File: config.mk
export PLATFORM = sky130hd
export DESIGN_NAME = rect_to_hex_pipe
export DESIGN_NICKNAME = d
export VERILOG_FILES = /design/src/rtl/rect_to_hex_pipe.sv
export SDC_FILE = /design/constraint.sdc
export NUM_CORES = 1
export LEC_CHECK = 0
export BUFFER_PORTS_ARGS = -buffer_cell sky130_fd_sc_hd__buf_2
export CAP_MARGIN = 20
export CORE_MARGIN = 2
export CORE_UTILIZATION = 55
export CTS_BUF_LIST = sky130_fd_sc_hd__clkbuf_2
export CTS_CLUSTER_DIAMETER = 120
export DETAILED_ROUTE_END_ITERATION = 7
export PLACE_DENSITY = 0.73
export SLEW_MARGIN = 5
export SYNTH_ARGS = -nofsm -noshare
export SYNTH_HDL_FRONTEND = slang
export SYNTH_SLANG_ARGS = --single-unit
File: constraint.sdc
create_clock -name clk -period 23.3 [get_ports clk]
set_input_delay 1.165 -clock clk [delete_from_list [all_inputs] [get_ports clk]]
set_output_delay 1.165 -clock clk [all_outputs]
set_load 0.05 [all_outputs]
File: src/rtl/rect_to_hex_pipe.sv
// Three-stage pixel-to-hex converter: centre offset, sector classification against +/-sqrt(3)*dx,
// then radius halving/saturation and board rotation. All stages advance together under backpressure.
module rect_to_hex_pipe #(
  parameter int unsigned W     = 10,
  parameter int unsigned CX    = 320,
  parameter int unsigned CY    = 240,
  parameter int unsigned FRAC  = 10,
  parameter int unsigned ROOT3 = 1773
) (
  input  logic         clk,
  input  logic         reset,
  input  logic         in_valid,
  output logic         in_ready,
  input  logic [W-1:0] px,
  input  logic [W-1:0] py,
  input  logic [2:0]   rot,
  output logic         out_valid,
  input  logic         out_ready,
  output logic [2:0]   sector,
  output logic [W-1:0] radius,
  output logic         sat
);

  localparam int unsigned PW = W + FRAC + 3;

  localparam logic signed [W:0]    CxS    = (W+1)'(CX);
  localparam logic signed [W:0]    CyS    = (W+1)'(CY);
  localparam logic signed [PW-1:0] Root3S = PW'(ROOT3);

  logic advance;

  // Stage 1: centred coordinates and reduced rotation
  logic                v1_q, v1_d;
  logic signed [W:0]   dx1_q, dx1_d;
  logic signed [W:0]   dy1_q, dy1_d;
  logic [2:0]          rot1_q, rot1_d;

  // Stage 2: raw sector and unhalved radius
  logic                v2_q, v2_d;
  logic [2:0]          sec2_q, sec2_d;
  logic signed [W+2:0] s2_q, s2_d;
  logic [2:0]          rot2_q, rot2_d;

  // Stage 3: registered outputs
  logic                out_valid_q, out_valid_d;
  logic [2:0]          sector_q, sector_d;
  logic [W-1:0]        radius_q, radius_d;
  logic                sat_q, sat_d;

  logic signed [PW-1:0] prod;
  logic signed [W+2:0]  r3x, nr3x, yx;
  logic                 y_pos;
  logic [W+2:0]         rr;
  logic [3:0]           sec_sum, sec_wrap;

  assign advance  = !out_valid_q || out_ready;
  assign in_ready = advance;

  always_comb begin
    v1_d   = v1_q;
    dx1_d  = dx1_q;
    dy1_d  = dy1_q;
    rot1_d = rot1_q;
    if (advance) begin
      v1_d   = in_valid;
      dx1_d  = $signed({1'b0, px}) - CxS;
      dy1_d  = $signed({1'b0, py}) - CyS;
      rot1_d = (rot >= 3'd6) ? rot - 3'd6 : rot;
    end
  end

  always_comb begin
    // Arithmetic shift gives floor, so negative dx rounds away from zero.
    prod  = PW'(dx1_q) * Root3S;
    r3x   = (W+3)'(prod >>> FRAC);
    nr3x  = -r3x;
    yx    = (W+3)'(dy1_q);
    y_pos = !yx[W+2] && (yx != '0);

    v2_d   = v2_q;
    sec2_d = sec2_q;
    s2_d   = s2_q;
    rot2_d = rot2_q;
    if (advance) begin
      v2_d   = v1_q;
      rot2_d = rot1_q;
      if (y_pos) begin
        if (yx < r3x) begin
          sec2_d = 3'd0;
          s2_d   = yx + r3x;
        end else if (yx < nr3x) begin
          sec2_d = 3'd2;
          s2_d   = yx + nr3x;
        end else begin
          sec2_d = 3'd1;
          s2_d   = yx + yx;
        end
      end else begin
        if (yx > r3x) begin
          sec2_d = 3'd3;
          s2_d   = nr3x - yx;
        end else if (yx > nr3x) begin
          sec2_d = 3'd5;
          s2_d   = r3x - yx;
        end else begin
          sec2_d = 3'd4;
          s2_d   = -(yx + yx);
        end
      end
    end
  end

  always_comb begin
    rr       = s2_q >> 1;
    sec_sum  = {1'b0, sec2_q} + {1'b0, rot2_q};
    sec_wrap = sec_sum - 4'd6;

    out_valid_d = out_valid_q;
    sector_d    = sector_q;
    radius_d    = radius_q;
    sat_d       = sat_q;
    if (advance) begin
      out_valid_d = v2_q;
      if (v2_q) begin
        sat_d    = |rr[W+2:W];
        radius_d = (|rr[W+2:W]) ? '1 : rr[W-1:0];
        sector_d = (sec_sum >= 4'd6) ? sec_wrap[2:0] : sec_sum[2:0];
      end
    end
  end

  always_ff @(posedge clk) begin
    if (reset) begin
      v1_q        <= 1'b0;
      dx1_q       <= '0;
      dy1_q       <= '0;
      rot1_q      <= '0;
      v2_q        <= 1'b0;
      sec2_q      <= '0;
      s2_q        <= '0;
      rot2_q      <= '0;
      out_valid_q <= 1'b0;
      sector_q    <= '0;
      radius_q    <= '0;
      sat_q       <= 1'b0;
    end else begin
      v1_q        <= v1_d;
      dx1_q       <= dx1_d;
      dy1_q       <= dy1_d;
      rot1_q      <= rot1_d;
      v2_q        <= v2_d;
      sec2_q      <= sec2_d;
      s2_q        <= s2_d;
      rot2_q      <= rot2_d;
      out_valid_q <= out_valid_d;
      sector_q    <= sector_d;
      radius_q    <= radius_d;
      sat_q       <= sat_d;
    end
  end

  assign out_valid = out_valid_q;
  assign sector    = sector_q;
  assign radius    = radius_q;
  assign sat       = sat_q;

endmodule

==> impl_results.md, run 1 <==
- Run status: finished clean
- Clock tree from TritonCTS: built
- First-pass GRT wire length: 32.20 mm
- Net count after synthesis: 1168
- Full die area: between 15000 and 20000 um2
- Final Skew: ~0.023 ns
- Worst-case clock buffer depth: 2
- Post-synthesis xor/xnor area fraction: under 10%
- Initial detailed-routing violation count: 437
- Vias post-DR: 6821
- Portion of netlist area occupied by mux cells: 2.039%
- Startpoint kind of the worst setup timing path: flop
- Length of the first detailed-routing pass in iterations: 6
- Number of setup buffers added after CTS: 0
- Top-area cell type share of the netlist area: 18.82%
- Estimated wirelength of the detail-placed design: 15.88 mm
- Number of top-level pins: 43
- Quantity of hold-fixing buffers added after cts: 0
- Final antenna diode count: 0
- Area growth from synthesis to layout: 4.486%
- Via count of the first global-routing pass: roughly 6600
- Fraction of the yosys area taken by sequential cells: 15.06%
- Number of instances resized during post-cts repair: 0
- Buffers added on ports: 42
- Initial core utilization: 55.51%
- Gr ovfl total: 0
- Met1 Use GR: a little over a third
- Mean number of vias per cell: between 5 and 6
- Critical-path cell with the highest stage delay: fa_1
- Number of buffers inserted during clock tree synthesis: 9
- Number of max-slew violations in the final report: 0
- Met3 layer usage reported by global route: 2.491%
- Area of the mapped netlist: 7976 um2
- Latest clock arrival within the worst-skew pair: 0.47 ns
- Placement row count: 44
- Chip Width: 124.4 um
- Max Fanout on Critical Path: 13
- Longest individual stage delay on the worst path: 0.55 ns
- Main area contributors after synthesis: ha_1 19%, dfxtp_1 15%, fa_1 12%, xnor2_1 5.5%, inv_1 5.2%
- Area share of and/or/nand/nor cells after synthesis: 15.31%
- Top cell types by occurrence after synthesis: 120 x ha_1, 111 x inv_1, 76 x nand2_1, 75 x a21oi_1, 74 x nor2_1
- Final Critical Period: 8.450 ns
- Final nets: roughly 1200
- Total Routing Usage GR: between 20% and 30%
- Most common cell in the netlist: ha_1
- Placeable core area: 14370 um2
- Floorplan die height: 124.4 um
- Number of standard cells in the layout, taps in and fillers out: approximately 1200
- Setup-failing EPs final: 0
- Clock-pin slew on the worst setup and hold paths: 0.17 ns
- Antenna Violating Nets Remaining: 0
- Worst slew pin tran: 0.8313 ns
- Tightest Hold Check Type: flop to flop
- Element type at the critical path end: flop
- Setup repair after global routing missed its margin: false
- Placer's final routability congestion estimate: 0.9452
- Largest net degree at the start of global routing: 45
- Max capacitance violation total: 0
- Most used cell, CP: fa_1
- Placement Setup Slack: 14.99 ns
- Grt met2 use: 41.11%
- Setup Crit Path Kind: flop to flop
- Cell taking the most area after synthesis: ha_1
- Number of enable-type register cells in the synthesized netlist: 0
- Post-synthesis cell type count: 73
- Worst slew margin: between 40% and 50%
- Post-Synthesis Mean Instance Area: 8.198 um2
- Number of placed instances with taps included: 1156
- Share of final-layout standard cells stronger than drive strength 1: about a tenth
- Total Routed Length: 19.09 mm
- Antenna violations before repair: 0
- Cell at the root of the clock tree: clkbuf_2
- Clock tree sinks: 60
- Proportion of synthesized flip-flops having asynchronous set or reset: 0%
- Average detailed-routed wire length per instance: 16.32 um
- Dominant combinational cell family by area after synthesis: adder cells
- Arrival time of data at the critical path endpoint: 8.80 ns
- Most Used Layer, Global Route: met2
- Post-synthesis cell count: 973
- Final hold violation count: 0
- Fraction of the cycle the final worst path needs: 36.26%
- Residual DRC: 0
- Sum of negative setup slack: 0 ns
- Compound-gate portion of the synthesized area: 20.83%
- H-tree levels: 3
- Least setup slack across all paths after layout: roughly 15 ns
- Number of register bits inferred by synthesis: 60
- Required @ worst endpoint: 23.65 ns
- Number of warning messages in the yosys log: 0
- Adder and majority gate portion of the synthesized area: 30.87%
- Maximum clock frequency: 118.3 MHz
- Main synth FF type: dfxtp_1
-- routing by layer --
layer	part of all wire, %	vias to the layer above
li1	-	3401
met1	47	3233
met2	46	164
met3	4.8	23
met4	1.8	0
met5	0	-
-- layout by cell type, fill, tap and decap left out, types with 4 or more instances in the layout --
cell      instances
a211o_1           5
a211oi_1         10
a21o_1            6
a21oi_1          75
a221oi_1          7
a31oi_1          15
and2_1            4
and3_1            4
buf_2            42
buf_4             4
clkbuf_2         10
clkinv_1          4
dfxtp_1          60
fa_1             48
ha_1            120
inv_1           111
mux2i_1          14
nand2_1          76
nand2b_1         10
nand3_1          16
nand4_1           5
nor2_1           74
nor2b_1           9
nor3_1           19
nor4_1            6
o211ai_1         15
o21a_1            8
o21ai_0          38
o21ai_1           4
o21bai_1          6
o221a_2          10
o31ai_1           5
o41ai_1           4
or2_2             5
or3_1             8
xnor2_1          50
xor2_1           22
-- metrics by stage --
stage / utilization [%] / instance area [um2] / hold WS [ns]
6_report: 58.00 / 8334 / 0.4632
3_5_place_dp: 57.36 / 8242 / 0.4479
5_1_grt: 58.00 / 8334 / 0.4872
4_1_cts: 58.00 / 8334 / 0.4681
2_1_floorplan: - / 7976 / 0.4321
3_3_place_gp: 57.36 / 8242 / 0.4424
-- cell type report --
class                           count  area (um2)
Tap cell                          184       230.2
Timing Repair Buffer               46       240.2
Clock inverter                      4       42.54
Clock buffer                       10       50.05
Fill cell                        1325        6035
Inverter                          113       424.2
Multi-Input combinational cell    753        6146
Sequential cell                    60        1201
-- sequential cells by signal, indices dropped and copies added (netlist names), 3 cells and up --
| name | cells |
|---|---|
| radius | 10 |
| sec2_q | 3 |
| sector | 3 |
| dy1_q | 11 |
| rot1_q | 3 |
| rot2_q | 3 |
| s2_q | 12 |
| dx1_q | 11 |
-- path summary, 6_finish.rpt --
| path | from | end | slack, ns | cells past startpoint |
|---|---|---|---|---|
| worst max-delay path | dx1_q[9] | s2_q[1] | 14.85 | 28 |
| worst max register to register | dx1_q[9] | s2_q[1] | 14.85 | 28 |
| worst min-delay path | rot1_q[1] | rot1_q[1] | 0.46 | 2 |
| worst min register to register | rot1_q[1] | rot1_q[1] | 0.46 | 2 |
-- cells by family after synthesis --
kind of cell / count (synthesis)
AO/OA/AOI/OAI: 243
XOR/XNOR: 72
adder cells (fa/ha/maj): 168
buffers and inverters: 160
flip-flops: 60
multiplexers: 16
AND/OR/NAND/NOR: 254
-- worst max-delay path: cells and delay by family (launching register included) --
family / cells / cell delay (ns)
xor+xnor: 1 / 0.12
buf+inv: 5 / 0.66
compound gates: 7 / 1.75
simple gates: 7 / 1.51
flops: 1 / 0.53
fa+ha+maj: 7 / 3.39
mux: 1 / 0.36
Power of run 1 is not shown: default switching activity piles up to over one toggle a cycle in this logic, so the estimate is an artifact.
==> run 2: changes to the inputs <==
==> constraint.sdc (replaced) <==
create_clock -name clk -period 8.5 [get_ports clk]
set_input_delay 0.425 -clock clk [delete_from_list [all_inputs] [get_ports clk]]
set_output_delay 0.425 -clock clk [all_outputs]
set_load 0.05 [all_outputs]
==> run 2 against run 1 <==
Effect of this change:
- clock skew rose by 0.016 ns
- wire length rose by 0.32%
- core utilization increased by 1.1 points
- die area is the same
- flip-flop and latch count stayed put
- first-iteration DRC count grew 11%
- non-clock buffer count grew 6
- fmax grew 6.4%
- hold slack got worse by 0.36 ns
- design area up 1.9%
==> impl_results.md, run 2 (same netlist as run 1, synthesis figures left out) <==
- Filler cell count: 1315 (-0.75%)
- Number of standard cells in the layout, taps in and fillers out: 1179 (+0.77%)
- Initial detailed-routing violation count: 486 (+11%)
- Max reg flops: 12 (unchanged)
- Number of placed instances with taps included: 1162 (+0.52%)
- Area growth from synthesis to layout: 6.447%
- Setup repair after global routing missed its margin: false
- Antenna violations before repair: 0 (unchanged)
- Tightest Hold Check Type: input port to flop
- Longest individual stage delay on the worst path: 0.54 ns (about the same)
- Setup Crit Path Kind: flop to flop
- Via count of the first global-routing pass: 6500 (-0.91%)
- Maximum clock frequency: 125.9 MHz (+6.4%)
- Quantity of hold-fixing buffers added after cts: 0 (unchanged)
- Commonest cells after routing, fill and taps aside: 119 x ha_1, 110 x inv_1, 76 x nand2_1
- Final Critical Period: 7.943 ns (-0.5066 ns)
- Registers with the most flip-flops: s2_q (12), dx1_q (11), dy1_q (11)
- First-pass GRT wire length: 32.23 mm (about the same)
- Mean number of vias per cell: 5.790 (-0.69%)
- Share of final-layout standard cells stronger than drive strength 1: 11.17% (+1.7 points)
- Final nets: 1184 (+0.51%)
- Worst reg2reg setup slack: 0.56 ns (-14.29 ns)
- Gr ovfl total: 0 (unchanged)
- Average detailed-routed wire length per instance: 16.25 um (-0.45%)
- Largest net degree at the start of global routing: 53 (+18%)
- Worst slew margin: 34.42% (-10 points)
- Floorplan die height: 124.4 um (unchanged)
- Max capacitance violation total: 0 (unchanged)
- Number of top-level pins: 43 (unchanged)
- Placement row count: 44 (unchanged)
- Antenna Violating Nets Remaining: 0 (unchanged)
- Estimated wirelength of the detail-placed design: 15.76 mm (-0.78%)
- Max Fanout on Critical Path: 13 (unchanged)
- Placeable core area: 14370 um2 (unchanged)
- Critical-path cell with the highest stage delay: dfxtp_1
- Total Routed Length: 19.15 mm (+0.32%)
- Final Skew: 0.03881 ns (+0.01585 ns)
- WHS: 0.1051 ns (-0.3581 ns)
- Cell depth of the worst min-delay path: 2 (unchanged)
- Final hold violation count: 0 (unchanged)
- Setup-failing EPs final: 0 (unchanged)
- Hold Crit Endpoint: dx1_q[6]
- Worst hold path startpoint: px[6]
- Clock-pin slew on the worst setup and hold paths: 0.20 ns (+0.03 ns)
- H-tree levels: 3 (unchanged)
- Number of buffers inserted during clock tree synthesis: 9 (unchanged)
- Most common cell after layout, fill and taps aside: ha_1
- Element type at the critical path end: flop
- Full die area: 15480 um2 (unchanged)
- Required @ worst endpoint: 8.90 ns (-14.75 ns)
- Fraction of the cycle the final worst path needs: 93.45% (+57 points)
- Placer's final routability congestion estimate: 0.9478 (+0.28%)
- Latest clock arrival within the worst-skew pair: 0.50 ns (+0.03 ns)
- Arrival time of data at the critical path endpoint: 8.34 ns (-0.46 ns)
- Origin of the critical flop-to-flop path: dx1_q[2]
- Worst-case clock buffer depth: 2 (unchanged)
- Number of max-slew violations in the final report: 0 (unchanged)
- Startpoint kind of the worst setup timing path: flop
- Length of the first detailed-routing pass in iterations: 6 (unchanged)
- Sum of negative setup slack: 0 ns (unchanged)
- Run status: finished clean
- Total Routing Usage GR: 24.97% (+0.046 points)
- Worst slew pin tran: 0.9816 ns (+0.1503 ns)
- Clock tree sinks: 60 (unchanged)
- Initial core utilization: 55.51% (unchanged)
- Crit Reg-Reg Endpoint: s2_q[3]
- Residual DRC: 0 (unchanged)
- Buffers added on ports: 42 (unchanged)
- Clock tree from TritonCTS: built
- Vias post-DR: 6826 (+0.073%)
- Worst Reg-to-Reg Cells: 30 (+7.1%)
- Chip Width: 124.4 um (unchanged)
- Cell at the root of the clock tree: clkbuf_2
- Most flop-heavy register: s2_q
run 2: changes by cell type in the layout (fill, tap and decap cells not counted), moves of 2 or more:
cell / before / now
dfxtp_1: 60 / 57
bufinv_16: 1 / 3
dfxtp_4: 0 / 2
buf_4: 4 / 10
clkinv_1: 4 / 2
run 2: area by class of cell:
type,instances,area (um2),area share [%]
clock buffers,10,50.05,0.5894
repair buffers,52,285.3,3.360
multi-input cells,753,6177,72.75
diodes,1,2.502,0.02947
clock inverters,6,111.4,1.312
inverters,113,424.2,4.996
flip-flops and latches,60,1210,14.25
well taps,184,230.2,2.711
run 2: worst max path at each step:
stage | endpoint | from | depth (start not counted)
3_3_place_gp | s2_q[4] | dx1_q[9] | 25
3_5_place_dp | s2_q[3] | dx1_q[8] | 25
5_1_grt | s2_q[3] | dx1_q[9] | 28
6_report | s2_q[3] | dx1_q[2] | 30
4_1_cts | s2_q[3] | dx1_q[9] | 25
2_1_floorplan | s2_q[3] | dx1_q[9] | 30
run 2: stage by stage:
step / utilization (%) / setup WS [ns] / instance area [um2]
6_report: 59.09 / 0.5570 / 8491
5_1_grt: 59.07 / 0.04984 / 8488
4_1_cts: 58.79 / 0.3169 / 8448
3_5_place_dp: 57.67 / 0.4238 / 8287
3_3_place_gp: 57.67 / 0.5259 / 8287
2_1_floorplan: - / 0.8837 / 7976
run 2: repair_timing:
| item | CTS | global route |
|---|---|---|
| setup buffers | 0 | 0 |
| gates resized for setup | 0 | 11 |
| setup endpoints to repair | 0 | 14 |
run 2: layer usage:
layer / GRT usage [%] / part of all wire, % / up-vias / wire length (um)
met5: 0 / 0 / - / 0
met4: 5.420 / 1.7 / 0 / 323
li1: - / - / 3414 / -
met3: 3.179 / 6.2 / 22 / 1197
met2: 40.12 / 45 / 185 / 8694
met1: 36.02 / 47 / 3205 / 8939
run 2: critical path: cells and delay by family (launching register included):
| kind | cells | cell delay [ns] |
|---|---|---|
| mux | 1 | 0.17 |
| buf+inv | 6 | 0.56 |
| simple gates | 7 | 0.95 |
| fa+ha+maj | 8 | 3.61 |
| flops | 1 | 0.54 |
| compound gates | 6 | 1.31 |
| xor+xnor | 2 | 0.70 |
Power of run 2 is left out for the same reason.
